==> config.mk <==
export PLATFORM = sky130hd
export DESIGN_NAME = debounce_multi
export DESIGN_NICKNAME = d
export VERILOG_FILES = /design/src/rtl/debounce_pkg.sv /design/src/rtl/debounce_ch.sv /design/src/rtl/debounce_multi.sv
export SDC_FILE = /design/constraint.sdc
export NUM_CORES = 1
export LEC_CHECK = 0
export ABC_AREA = 1
export CAP_MARGIN = 20
export CORE_MARGIN = 5
export CORE_UTILIZATION = 55
export CTS_CLUSTER_DIAMETER = 30
export DETAILED_ROUTE_END_ITERATION = 10
export GPL_TIMING_DRIVEN = 0
export PLACE_DENSITY = 0.87
export SLEW_MARGIN = 20
export SYNTH_ARGS = -nofsm -noshare
export SYNTH_HDL_FRONTEND = slang
export SYNTH_SLANG_ARGS = --single-unit
==> constraint.sdc <==
create_clock -name clk -period 2.9 [get_ports clk]
set_input_delay 0.58 -clock clk [delete_from_list [all_inputs] [get_ports clk]]
set_output_delay 0.58 -clock clk [all_outputs]
set_load 0.01 [all_outputs]
==> src/rtl/debounce_pkg.sv <==
// Shared defaults and types for the multi-channel switch debouncer.
package debounce_pkg;

    localparam int DB_N_CH         = 4;
    localparam int DB_STABLE_TICKS = 8;
    localparam int DB_SYNC_STAGES  = 2;

    typedef struct packed {
        logic rise;
        logic fall;
    } db_edge_t;

endpackage

==> src/rtl/debounce_ch.sv <==
// One debounce channel: synchroniser chain, tick-qualified stability counter,
// registered clean level and one-cycle rise/fall strobes.
module debounce_ch
    import debounce_pkg::*;
#(
    parameter int STABLE_TICKS = DB_STABLE_TICKS,
    parameter int SYNC_STAGES  = DB_SYNC_STAGES,
    parameter int CNT_W        = $clog2(STABLE_TICKS + 1)
) (
    input  logic     clk,
    input  logic     rst,
    input  logic     tick,
    input  logic     sw,
    output logic     db,
    output db_edge_t strobe,
    output db_edge_t strobe_nxt
);

    localparam logic [CNT_W-1:0] CNT_MAX = CNT_W'(STABLE_TICKS - 1);

    logic [SYNC_STAGES-1:0] sync_q, sync_d;
    logic [CNT_W-1:0]       cnt_q, cnt_d;
    logic                   db_q, db_d;
    db_edge_t               edge_q, edge_d;
    logic                   s;

    assign s = sync_q[SYNC_STAGES-1];

    always_comb begin
        // NOTE: every _d signal gets a default before any branch, so no path can infer a latch.
        sync_d = {sync_q[SYNC_STAGES-2:0], sw};
        cnt_d  = cnt_q;
        db_d   = db_q;
        edge_d = '0;
        if (s == db_q) begin
            // Bounce back to the current level cancels any qualification in progress.
            cnt_d = '0;
        end else if (tick) begin
            if (cnt_q == CNT_MAX) begin
                db_d        = s;
                cnt_d       = '0;
                edge_d.rise = s;
                edge_d.fall = ~s;
            end else begin
                cnt_d = cnt_q + CNT_W'(1);
            end
        end
    end

    always_ff @(posedge clk) begin
        if (rst) begin
            // NOTE: the synchroniser is cleared too, so no pre-reset level is still in flight afterwards.
            sync_q <= '0;
            cnt_q  <= '0;
            db_q   <= 1'b0;
            edge_q <= '0;
        end else begin
            sync_q <= sync_d;
            cnt_q  <= cnt_d;
            db_q   <= db_d;
            edge_q <= edge_d;
        end
    end

    assign db         = db_q;
    assign strobe     = edge_q;
    assign strobe_nxt = edge_d;

endmodule

==> src/rtl/debounce_multi.sv <==
// N_CH independent debounce channels plus a registered any_change flag
// that is aligned with the per-channel rise/fall strobes.
module debounce_multi
    import debounce_pkg::*;
#(
    parameter int N_CH         = DB_N_CH,
    parameter int STABLE_TICKS = DB_STABLE_TICKS,
    parameter int SYNC_STAGES  = DB_SYNC_STAGES,
    parameter int CNT_W        = $clog2(STABLE_TICKS + 1)
) (
    input  logic            clk,
    input  logic            rst,
    input  logic            tick,
    input  logic [N_CH-1:0] sw,
    output logic [N_CH-1:0] db,
    output logic [N_CH-1:0] rise,
    output logic [N_CH-1:0] fall,
    output logic            any_change
);

    db_edge_t [N_CH-1:0] strobe;
    db_edge_t [N_CH-1:0] strobe_nxt;
    logic                any_change_q, any_change_d;

    for (genvar i = 0; i < N_CH; i++) begin : g_ch
        debounce_ch #(
            .STABLE_TICKS (STABLE_TICKS),
            .SYNC_STAGES  (SYNC_STAGES),
            .CNT_W        (CNT_W)
        ) u_ch (
            .clk        (clk),
            .rst        (rst),
            .tick       (tick),
            .sw         (sw[i]),
            .db         (db[i]),
            .strobe     (strobe[i]),
            .strobe_nxt (strobe_nxt[i])
        );
        assign rise[i] = strobe[i].rise;
        assign fall[i] = strobe[i].fall;
    end

    // Built from next-state strobes so the flag lands in the same cycle as rise/fall.
    always_comb begin
        any_change_d = |strobe_nxt;
    end

    always_ff @(posedge clk) begin
        if (rst) begin
            any_change_q <= 1'b0;
        end else begin
            any_change_q <= any_change_d;
        end
    end

    assign any_change = any_change_q;

endmodule

# Yosys cells after proc, flatten, opt, wreduce, memory -nomap -nowiden
# Cells that the tools add are included.
[classes]
addsub = 4
mux = 16
bitwise = 8
eq_ne = 8
reduce_logical = 9
[ops]
columns = ["cell", "n"]
rows = [
  ["two-way mux 2 bit", 12],
  ["adder 4 x 1 -> 4 bit (second input constant)", 4],
  ["equality test 4 x 3 -> 1 bit (second input constant)", 4],
  ["two-way mux 4 bit", 4],
  ["AND reduction 3 bit", 4],
  ["inverter 1 bit", 8],
  ["OR reduction 2 bit", 4],
  ["OR reduction 8 bit", 1],
  ["equality test 1 bit", 4],
]
[word_totals]
register_bits = 37
input_bits = 7
wordCells = 66
out_inout_bits = 13

# Longest topological paths before layout
[logic_depth]
ltp_word = 5
depth_mapped = 7
ltp_nobuf = 7

# Cells and area by module
# A second synthesis with hierarchy kept.
[unflattened]
hier_cells = 221
area_unflattened_um2 = 1656.6
[modules_own_cells]
columns = ["module", "instances", "seq_area_each_um2", "area_each_um2", "cells_per_inst"]
rows = [
  ["debounce_ch", 4, 180.2, 401.6, 53],
  ["debounce_multi", 1, 20.0, 50.0, 9],
]

# Worst setup path after synthesis
# OpenSTA, ideal clock, no wires.
[synth_timing]
kind = "in2reg"
start = "input port tick"
end = "register g_ch[2].u_ch.cnt_q[1]"
arrival_time_ns = 1.048
path_buffers = 2
slack_ns = 1.736
required_ns = 2.785
setup_time_ns = 0.115
cell_stages = 4
cell_sequence = "buf_6 buf_6 mux2i_1 nor2_1"
[synth_lines]
columns = ["element", "line", "text"]
rows = [
  ["from (decl)", "debounce_multi.sv:13", "input logic tick,"],
  ["to (signal assigned)", "debounce_ch.sv:59", "cnt_q <= cnt_d;"],
  ["to (decl)", "debounce_ch.sv:22", "logic [CNT_W-1:0] cnt_q, cnt_d;"],
]

# Worst setup path in the final report
[layout_timing]
start = "register g_ch[2].u_ch.db_q"
end = "output port db[2]"
[layout_lines]
columns = ["element", "line", "text"]
rows = [
  ["from (decl)", "debounce_ch.sv:23", "logic db_q, db_d;"],
  ["from (signal assigned)", "debounce_ch.sv:55", "db_q <= 1'b0;"],
  ["from (signal assigned)", "debounce_ch.sv:60", "db_q <= db_d;"],
  ["to (decl)", "debounce_multi.sv:15", "output logic [N_CH-1:0] db,"],
]
# No word-level cell between the ends.

==> run metrics <==
Setup Skew=15.9 ps; Placed Cells incl. Taps=230; Synth cell types=23; post-cts gate resize count=0; post-route cell area=1820 um2; Seq/Total Area, Yosys=0.493; CP required=2320 ps; commonest non-fill, non-tap cells in the layout=37 x dfxtp_1, 29 x nand2_1, 25 x nor2_1; Port-buffer cells=19; CTS Hold Bufs=0; row cnt=19; Slew HR=0.707; fill count=227; Tcrit/Tclk final=0.679; vias in the first global route=1172; syn nets=191; Syn Inst Count=180; largest net degree at the start of global routing=12; CTS tree=done; Total GRT Usage=0.151; Synth Area in Simple Gates=0.283; clock buffer depth=2; pre-CTS WS=973 ps; clock latency on the worst-skew pair=350 ps; Hold Crit Class=flip-flop to flip-flop; WL final=2.72 mm; placed instance area=1730 um2; first-pass GRT wire length=4.75 mm; drt pass-1 iters=4; Max IR drop VDD=392 uV; Layout Nets=217; post-synthesis cell area=1500 um2; Max Cap Viol=0; number of H-tree levels=2; Compound-Gate Fraction of Synth Area=0.0333; main combinational cell family by area after synthesis=simple AND/OR/NAND/NOR gates; Lkg Pwr=0.762 nW; vias per cell=4.94; Util after Layout=0.676; Tot Pwr=0.933 mW; drt drc=0; vias=1175; total die area=3880 um2; Setup Buffers After CTS=0; synthesis-stage register bit count=37; Synth Flop Type=dfxtp_1; area of the core=2690 um2; Hold Worst Slack=408 ps; setup TNS=0 ps; outcome=finished clean; layout cell share with drive strength beyond 1=0.150; Starting Density=0.559; commonest non-fill, non-tap cell in the layout=dfxtp_1; EDFF count, synth=0; xor and xnor area share after synthesis=0.0233; DIE HEIGHT=62.3 um; asr flop ratio synth=0; Starting DRT DRC Count=58; worst setup margin=932 ps; Placer Congestion=0.774; CTS root buf=clkbuf_4; Clock Pin Slew Worst Setup and Hold Paths=120 ps; synth warn=0; # diodes=0; DIE WIDTH=62.3 um; Avg Synthesized Cell Area=8.35 um2; CP startpoint kind=flip-flop; Layout Cells excl Fill=238; final hold vios=0; CP Data Arrival Time=1390 ps; Worst Tran Pin Value=439 ps; DR WL/cell=11.4 um; Setup-failing EPs final=0; Max Clk Rate=508 MHz; Synth Area in Adders=0.0333; CP endpoint kind=output port; unrepaired setup endpoints after global routing=no; initial antenna violation count=0; total CTS buffers=5; I/O pins=20; maximum fanout along the worst path=4; Final Max Slew Viols=0; post-synthesis mux area share=0.0266; CTS sink count=37; hpwl dp=1.94 mm; critical path class=flip-flop to output port; Tmin final=1970 ps; Pwr Density=513 nW/um2; GR Overflow Total=0; area grow syn2layout=20.9%; post-route antenna net violation count=0
## cell families (layout without fill, tap and decap cells)
logic type,after synthesis,in the layout
AND/OR/NAND/NOR,87,87
flip-flops,37,37
buffers and inverters,34,61
AO/OA/AOI/OAI,10,10
adder cells (fa/ha/maj),4,4
XOR/XNOR,4,4
multiplexers,4,4
## area by class of cell
class | instances | area [um2] | share of cell area
Buffer | 8 | 63.8 | 0.0351
Clock inverter | 1 | 30.0 | 0.0165
Timing Repair Buffer | 19 | 190 | 0.105
Clock buffer | 7 | 55.1 | 0.0303
Multi-Input combinational cell | 109 | 601 | 0.331
Inverter | 26 | 97.6 | 0.0537
Sequential cell | 37 | 741 | 0.408
Tap cell | 31 | 38.8 | 0.0213
## sequential cells by signal, summed over array words and instances (netlist names)
| register | count |
|---|---|
| g_ch.u_ch.db | 4 |
| g_ch.u_ch.sync_q | 8 |
| any_change | 1 |
| g_ch.u_ch.cnt_q | 16 |
| g_ch.u_ch.strobe | 8 |
## critical path: stages (launching register included)
cell             delay, ps
dfxtp_1                400
buf_4                  120
clkdlybuf4s50_1        520
## cells in the mapped netlist, types with 5 or more instances
library cell  count  share of area
dfxtp_1          37           0.49
nand2_1          29          0.072
nor2_1           25          0.062
inv_1            23          0.057
nor3_1            9          0.030
a21oi_1           8          0.027
nand3_1           6          0.020
buf_4             5          0.025
## report_power, final
part           total [mW]  switching [mW]  leakage (nW)  internal [mW]
clock network       0.372           0.166        0.0455          0.206
registers           0.517         0.00324         0.300          0.514
logic              0.0437          0.0250         0.417         0.0187
total               0.933           0.194         0.762          0.739
## metal layers
| layer | global-route usage | wire length (um) | share of wire | vias up |
|---|---|---|---|---|
| met5 | 0 | 0 | 0 | - |
| met4 | 0.0822 | 40 | 0.015 | 0 |
| met3 | 0.0432 | 152 | 0.056 | 7 |
| met2 | 0.254 | 1320 | 0.49 | 24 |
| met1 | 0.169 | 1210 | 0.44 | 530 |
| li1 | - | - | - | 614 |
## path summary, 6_finish.rpt
check / end / cells after the start / start / slack [ps]
worst min-delay path: g_ch[3].u_ch.sync_q[1] / 2 / g_ch[3].u_ch.sync_q[0] / 410
worst max-delay path: db[2] / 2 / g_ch[2].u_ch.db / 930
worst max register to register: g_ch[3].u_ch.cnt_q[0] / 6 / g_ch[3].u_ch.cnt_q[1] / 1640
worst min register to register: g_ch[3].u_ch.sync_q[1] / 2 / g_ch[3].u_ch.sync_q[0] / 410
Note: power is estimated with default switching activity, not from simulation.
